[config.mk]
export PLATFORM = sky130hd
export DESIGN_NAME = bcd_digit_accumulator_flat
export DESIGN_NICKNAME = d
export VERILOG_FILES = /design/src/rtl/bcd_digit_accumulator_pkg.sv /design/src/rtl/bcd_digit_accumulator_if.sv /design/src/rtl/bcd_digit_accumulator_mul10_add.sv /design/src/rtl/bcd_digit_accumulator.sv /design/src/flat_wrapper.sv
export SDC_FILE = /design/constraint.sdc
export NUM_CORES = 1
export LEC_CHECK = 0
export CORE_ASPECT_RATIO = 0.9
export CORE_MARGIN = 1
export CORE_UTILIZATION = 45
export DETAILED_ROUTE_END_ITERATION = 8
export PLACE_DENSITY = 0.73
export SLEW_MARGIN = 30
export SYNTH_ARGS = -nofsm -noshare
export SYNTH_HDL_FRONTEND = slang
export SYNTH_HIERARCHICAL = 1
export SYNTH_SLANG_ARGS = --single-unit
[constraint.sdc]
create_clock -name clk -period 6.9 [get_ports clk]
set_clock_uncertainty 0.2 [all_clocks]
set_input_delay 1.38 -clock clk [delete_from_list [all_inputs] [get_ports clk]]
set_output_delay 1.38 -clock clk [all_outputs]
set_load 0.01 [all_outputs]
[src/rtl/bcd_digit_accumulator_pkg.sv]
// Shared types and constants for the digit-serial BCD accumulator.
// Optional feature macro: BCD_ACC_OVF_EN (drop digits past NDIGITS and flag error).
package bcd_acc_pkg;

    typedef enum logic [1:0] {
        IDLE = 2'd0,
        ACC  = 2'd1,
        HOLD = 2'd2
    } state_e;

    localparam int DEC_BASE    = 10;
    localparam int DEF_NDIGITS = 4;
    localparam int DEF_OUT_W   = 14;

    // Width of a counter that must hold 0..n inclusive.
    function automatic int cnt_w(input int n);
        return $clog2(n + 1);
    endfunction

endpackage

[src/rtl/bcd_digit_accumulator_if.sv]
// Digit-in / result-out handshake bundle between a digit source and the accumulator.
// master = digit producer and result consumer; slave = the accumulator.
interface bcd_digit_accumulator_if
    import bcd_acc_pkg::*;
#(
    parameter int NDIGITS = DEF_NDIGITS,
    parameter int OUT_W   = DEF_OUT_W,
    parameter int CNT_W   = cnt_w(NDIGITS)
);
    logic             in_valid;
    logic             in_ready;
    logic [7:0]       in_bin;
    logic             in_invalid;
    logic             in_last;
    logic             out_valid;
    logic             out_ready;
    logic [OUT_W-1:0] out_value;
    logic             out_err;
    logic [CNT_W-1:0] out_ndig;

    modport master (
        output in_valid, in_bin, in_invalid, in_last, out_ready,
        input  in_ready, out_valid, out_value, out_err, out_ndig
    );

    modport slave (
        input  in_valid, in_bin, in_invalid, in_last, out_ready,
        output in_ready, out_valid, out_value, out_err, out_ndig
    );

endinterface

[src/rtl/bcd_digit_accumulator_mul10_add.sv]
// Combinational acc*10 + digit using two shifts and adds, truncated to OUT_W.
module mul10_add
    import bcd_acc_pkg::*;
#(
    parameter int OUT_W = DEF_OUT_W
) (
    input  logic [OUT_W-1:0] acc,
    input  logic [3:0]       digit,
    output logic [OUT_W-1:0] result
);
    logic [OUT_W-1:0] digit_ext;

    assign digit_ext = {{(OUT_W-4){1'b0}}, digit};
    assign result    = (acc << 3) + (acc << 1) + digit_ext;

endmodule

[src/rtl/bcd_digit_accumulator.sv]
// Folds an MSD-first stream of converted BCD digits into a binary value (acc*10+d).
// Define BCD_ACC_OVF_EN to drop digits beyond NDIGITS and flag them as errors.
module bcd_digit_accumulator
    import bcd_acc_pkg::*;
#(
    parameter int NDIGITS = DEF_NDIGITS,
    parameter int OUT_W   = DEF_OUT_W
) (
    input  logic                    clk,
    input  logic                    rst_n,
    bcd_digit_accumulator_if.slave  bus
);
    localparam int CNT_W = cnt_w(NDIGITS);

    // Largest NDIGITS-digit decimal value must fit the result register.
    if ((DEC_BASE ** NDIGITS) - 1 >= (2 ** OUT_W)) begin : g_bad_cfg
        $error("OUT_W too narrow for NDIGITS");
    end

    state_e           state_q, state_d;
    logic [OUT_W-1:0] acc_q, acc_d, acc_next;
    logic             err_q, err_d;
    logic [CNT_W-1:0] cnt_q, cnt_d;

    logic             in_ready_w;
    logic             accept;
    logic             out_fire;
    logic             good;
    logic             full;
    logic [3:0]       digit;

    // in_ready depends only on state (and reset), never on in_valid.
    assign in_ready_w = rst_n && (state_q != HOLD);
    assign accept     = bus.in_valid && in_ready_w;
    assign out_fire   = (state_q == HOLD) && bus.out_ready;

    assign good  = !bus.in_invalid && (bus.in_bin < 8'(DEC_BASE));
    assign digit = good ? bus.in_bin[3:0] : 4'd0;
    assign full  = (cnt_q == CNT_W'(NDIGITS));

    mul10_add #(.OUT_W(OUT_W)) u_mul10_add (
        .acc    (acc_q),
        .digit  (digit),
        .result (acc_next)
    );

    always_comb begin
        state_d = state_q;
        acc_d   = acc_q;
        err_d   = err_q;
        cnt_d   = cnt_q;
        if (accept) begin
`ifdef BCD_ACC_OVF_EN
            if (full) begin
                err_d = 1'b1;
            end else begin
                acc_d = acc_next;
                if (!good) err_d = 1'b1;
            end
`else
            acc_d = acc_next;
            if (!good) err_d = 1'b1;
`endif
            if (!full) cnt_d = cnt_q + 1'b1;
            state_d = bus.in_last ? HOLD : ACC;
        end else if (out_fire) begin
            state_d = IDLE;
            acc_d   = '0;
            err_d   = 1'b0;
            cnt_d   = '0;
        end
    end

    always_ff @(posedge clk) begin
        if (!rst_n) begin
            state_q <= IDLE;
            acc_q   <= '0;
            err_q   <= 1'b0;
            cnt_q   <= '0;
        end else begin
            state_q <= state_d;
            acc_q   <= acc_d;
            err_q   <= err_d;
            cnt_q   <= cnt_d;
        end
    end

    // Result outputs come straight from flops; in HOLD nothing changes them.
    assign bus.in_ready  = in_ready_w;
    assign bus.out_valid = (state_q == HOLD);
    assign bus.out_value = acc_q;
    assign bus.out_err   = err_q;
    assign bus.out_ndig  = cnt_q;

endmodule
[src/flat_wrapper.sv]
// flat-port wrapper written by rule: the top's interface ports become plain ports
module bcd_digit_accumulator_flat import bcd_acc_pkg::*;
#(
    parameter int NDIGITS = DEF_NDIGITS,
    parameter int OUT_W   = DEF_OUT_W
)
  (clk, rst_n, bus_in_valid, bus_in_bin, bus_in_invalid, bus_in_last, bus_out_ready, bus_in_ready, bus_out_valid, bus_out_value, bus_out_err, bus_out_ndig);
  bcd_digit_accumulator_if #(.NDIGITS(NDIGITS), .OUT_W(OUT_W)) bus_i ();
  input  logic clk;
  input  logic rst_n;
  input wire logic [$bits(bus_i.in_valid)-1:0] bus_in_valid;
  input wire logic [$bits(bus_i.in_bin)-1:0] bus_in_bin;
  input wire logic [$bits(bus_i.in_invalid)-1:0] bus_in_invalid;
  input wire logic [$bits(bus_i.in_last)-1:0] bus_in_last;
  input wire logic [$bits(bus_i.out_ready)-1:0] bus_out_ready;
  output wire logic [$bits(bus_i.in_ready)-1:0] bus_in_ready;
  output wire logic [$bits(bus_i.out_valid)-1:0] bus_out_valid;
  output wire logic [$bits(bus_i.out_value)-1:0] bus_out_value;
  output wire logic [$bits(bus_i.out_err)-1:0] bus_out_err;
  output wire logic [$bits(bus_i.out_ndig)-1:0] bus_out_ndig;
  assign bus_i.in_valid = bus_in_valid;
  assign bus_i.in_bin = bus_in_bin;
  assign bus_i.in_invalid = bus_in_invalid;
  assign bus_i.in_last = bus_in_last;
  assign bus_i.out_ready = bus_out_ready;
  assign bus_in_ready = bus_i.in_ready;
  assign bus_out_valid = bus_i.out_valid;
  assign bus_out_value = bus_i.out_value;
  assign bus_out_err = bus_i.out_err;
  assign bus_out_ndig = bus_i.out_ndig;
  bcd_digit_accumulator #(.NDIGITS(NDIGITS), .OUT_W(OUT_W)) u_core (.clk(clk), .rst_n(rst_n), .bus(bus_i));
endmodule
==> results of run 1 <==
-- path summary, 6_finish.rpt --
check / from / slack [ns] / end / depth (start not counted)
max: bus_in_bin[7] / 2.45 / u_core/bus.out_value[13] / 14
min: u_core/bus.out_err / 0.29 / u_core/bus.out_err / 2
max reg2reg: u_core/bus.out_value[0] / 4.10 / u_core/bus.out_value[13] / 10
min reg2reg: u_core/bus.out_err / 0.29 / u_core/bus.out_err / 2
-- final cells by class --
cell class              count  area [um^2]
inverters                  11         41.3
multi-input cells         115          997
fillers                   266         1220
well taps                  42         52.6
flip-flops and latches     20          400
clock buffers               3         41.3
repair buffers             33          330
clock inverters             1         30.0
-- worst max-delay path, stage by stage --
cell	delay, ns
clkdlybuf4s50_1	0.40
nor3_1	0.21
and3_1	0.21
and2_1	0.13
inv_1	0.05
fa_1	0.53
inv_1	0.07
ha_1	0.29
a21oi_1	0.21
o211ai_2	0.17
o2111ai_2	0.27
a31oi_1	0.15
xnor2_1	0.15
a22o_1	0.20
-- layout by cell type, fill, tap and decap left out, types with 2 or more instances in the layout --
cell,netlist,routed
clkdlybuf4s50_1,0,33
a22o_2,4,4
ha_1,24,24
a31oi_1,4,4
xor2_1,5,5
nor2_1,3,3
o21ai_0,4,4
inv_1,11,11
and2_1,3,3
nand2_1,6,6
nor3b_1,2,2
dfxtp_1,20,20
a21oi_1,7,7
mux2i_1,2,2
a22o_1,11,11
xnor2_1,6,6
clkbuf_8,0,3
fa_1,2,2
nand3_1,10,10
-- registers in the layout, indices dropped and copies added, names as in the netlist --
register,cells
u_core/bus.out_value,14
u_core/bus.out_ndig,3
u_core/state_q,2
u_core/bus.out_err,1
-- cells by family after synthesis --
kind of cell / synth area share
adders and majority gates: 0.227
and+or+nand+nor: 0.139
DFF: 0.268
muxes: 0.0134
AOI/OAI and AO/OA: 0.222
buffers and inverters: 0.0661
xor gates and xnor gates: 0.0644
-- routing by layer --
| layer | GRT usage | share of wire | up-vias |
|---|---|---|---|
| met5 | 0 | 0 | - |
| met1 | 0.251 | 0.48 | 601 |
| met4 | 0.0498 | 0.0090 | 0 |
| met3 | 0.0386 | 0.042 | 2 |
| li1 | - | - | 621 |
| met2 | 0.307 | 0.46 | 33 |
-- per-stage QoR --
| step | total power, mW | std cells |
|---|---|---|
| finish | 0.276 | 225 |
| global route | 0.287 | 225 |
| CTS | 0.277 | 225 |
| global placement | 0.156 | 221 |
| floorplan | 0.142 | 152 |
| detailed placement | 0.157 | 221 |
-- report_power, final --
| group | total, mW | leakage [nW] | switching, mW | internal, mW |
|---|---|---|---|---|
| sequential | 0.121 | 0.162 | 0.00293 | 0.118 |
| combinational | 0.0334 | 0.706 | 0.0154 | 0.0180 |
| clock | 0.121 | 0.0357 | 0.0437 | 0.0775 |
-- cell usage after synthesis, types with 4 or more instances --
| cell | instances | area [um^2] |
|---|---|---|
| ha_1 | 24 | 300 |
| dfxtp_1 | 20 | 400 |
| a22o_1 | 11 | 96.3 |
| inv_1 | 11 | 41.3 |
| nand3_1 | 10 | 50.1 |
| a21oi_1 | 7 | 35.0 |
| nand2_1 | 6 | 22.5 |
| xnor2_1 | 6 | 52.6 |
| xor2_1 | 5 | 43.8 |
| a22o_2 | 4 | 40.0 |
| a31oi_1 | 4 | 25.0 |
| buf_6 | 4 | 45.0 |
| o21ai_0 | 4 | 20.0 |
==> results.toml, run 1 <==
[detailed_routing]
ant_nets = 0
via_per_inst = 5.59
via_count = 1257
avgRoutedWirePerCell_um = 13.8
dr.pass1.iters = 4
routed_wl_um = 3110
drc_errors = 0
drtIter0Drc = 77

[grt]
grt_pass1_wl_um = 5310
grt_start_max_net_pins = 18
grt_overflow = 0
first_global_vias = 1148
track_usage = 0.188
antenna_found_initial = 0

[finish]
final_cell_area_um2 = 1890
drive_above_1_share = 0.0874
antenna_cells = 0
utilization = 0.608
nets = 224
area_growth_pct = 26.5

[place]
place_area_um2 = 1820
gp_congestion = 0.900
buffer_ports.inserted = 33
dp_hpwl_um = 2290
pre_cts_ws_ns = 2.18

[timing]
hold_viol_final = 0
fmax_mhz = 224
final.setup.tns_ns = 0
setup_ws_ns = 2.45
rsz0062_at_grt = "false"
tightestPinTransition_ns = 0.714
period_needed_ns = 4.45
setup_viol = 0
slew_headroom = 0.523
holdWs_ns = 0.291
slew_viol_final = 0
fin_crit_sh = 0.646

[synth]
ys_types = 42
seq_area_frac_synth = 0.268
ys.flop_type = "dfxtp_1"
ys_ff_latch = 20
async_flop_share = 0
synth_edf_count = 0
synth_area_um2 = 1500
syn_inst = 152
syn_nets = 192
avgSynthCellArea_um2 = 9.84
yosys_warnings = 6

[clock_tree]
cts_setup_buffers = 0
cts_root_buf = "clkbuf_8"
cts_buffers = 3
htreeDepth = 1
clk_path_buf_depth = 2
clock_sinks = 20
post_cts_resized = 0
clkLatencyLatePin_ns = 0.26
cts_hold_buf = 0
clk_pin_slew_ns = 0.09
cts_tree = "yes"

[floorplanning]
start_util = 0.481
die_y_um = 56.7
coreArea_um2 = 3110
die_x_um = 62.8
rows = 19
ios = 34
dieArea_um2 = 3560

[run]
maxCapViolations = 0

[pwr]
pwr_density_cell_nw_per_um2 = 146
leakage_nw = 0.903
ir_worst_vdd_uv = 99.6

[worst_setup_path]
crit_type = "primary input to flop"
critPathMaxFanout = 3
start_kind = "primary input"
worstPathArrival_ns = 4.41
end_kind = "flop"
worstPathRequired_ns = 6.86

[min_path]
hold_path_class = "flop to flop"

[outcome]
status = "finished clean"
Power figures use the tool's default switching activity.
==> run 2, diff against run 1 <==
Clock period 6.9 ns to 4.6 ns, I/O delays scaled along.
==> results of run 2 <==
Same layout as run 1 (identical final DEF). Status: finished clean.
Among the figures that moved: setup slack after placement 2.18 ns -> 0.337 ns; setup slack after layout 2.45 ns -> 0.606 ns; register-to-register setup slack 4.10 ns -> 1.80 ns; total power 0.276 mW -> 0.414 mW; worst IR drop on VDD 99.6 uV -> 149 uV
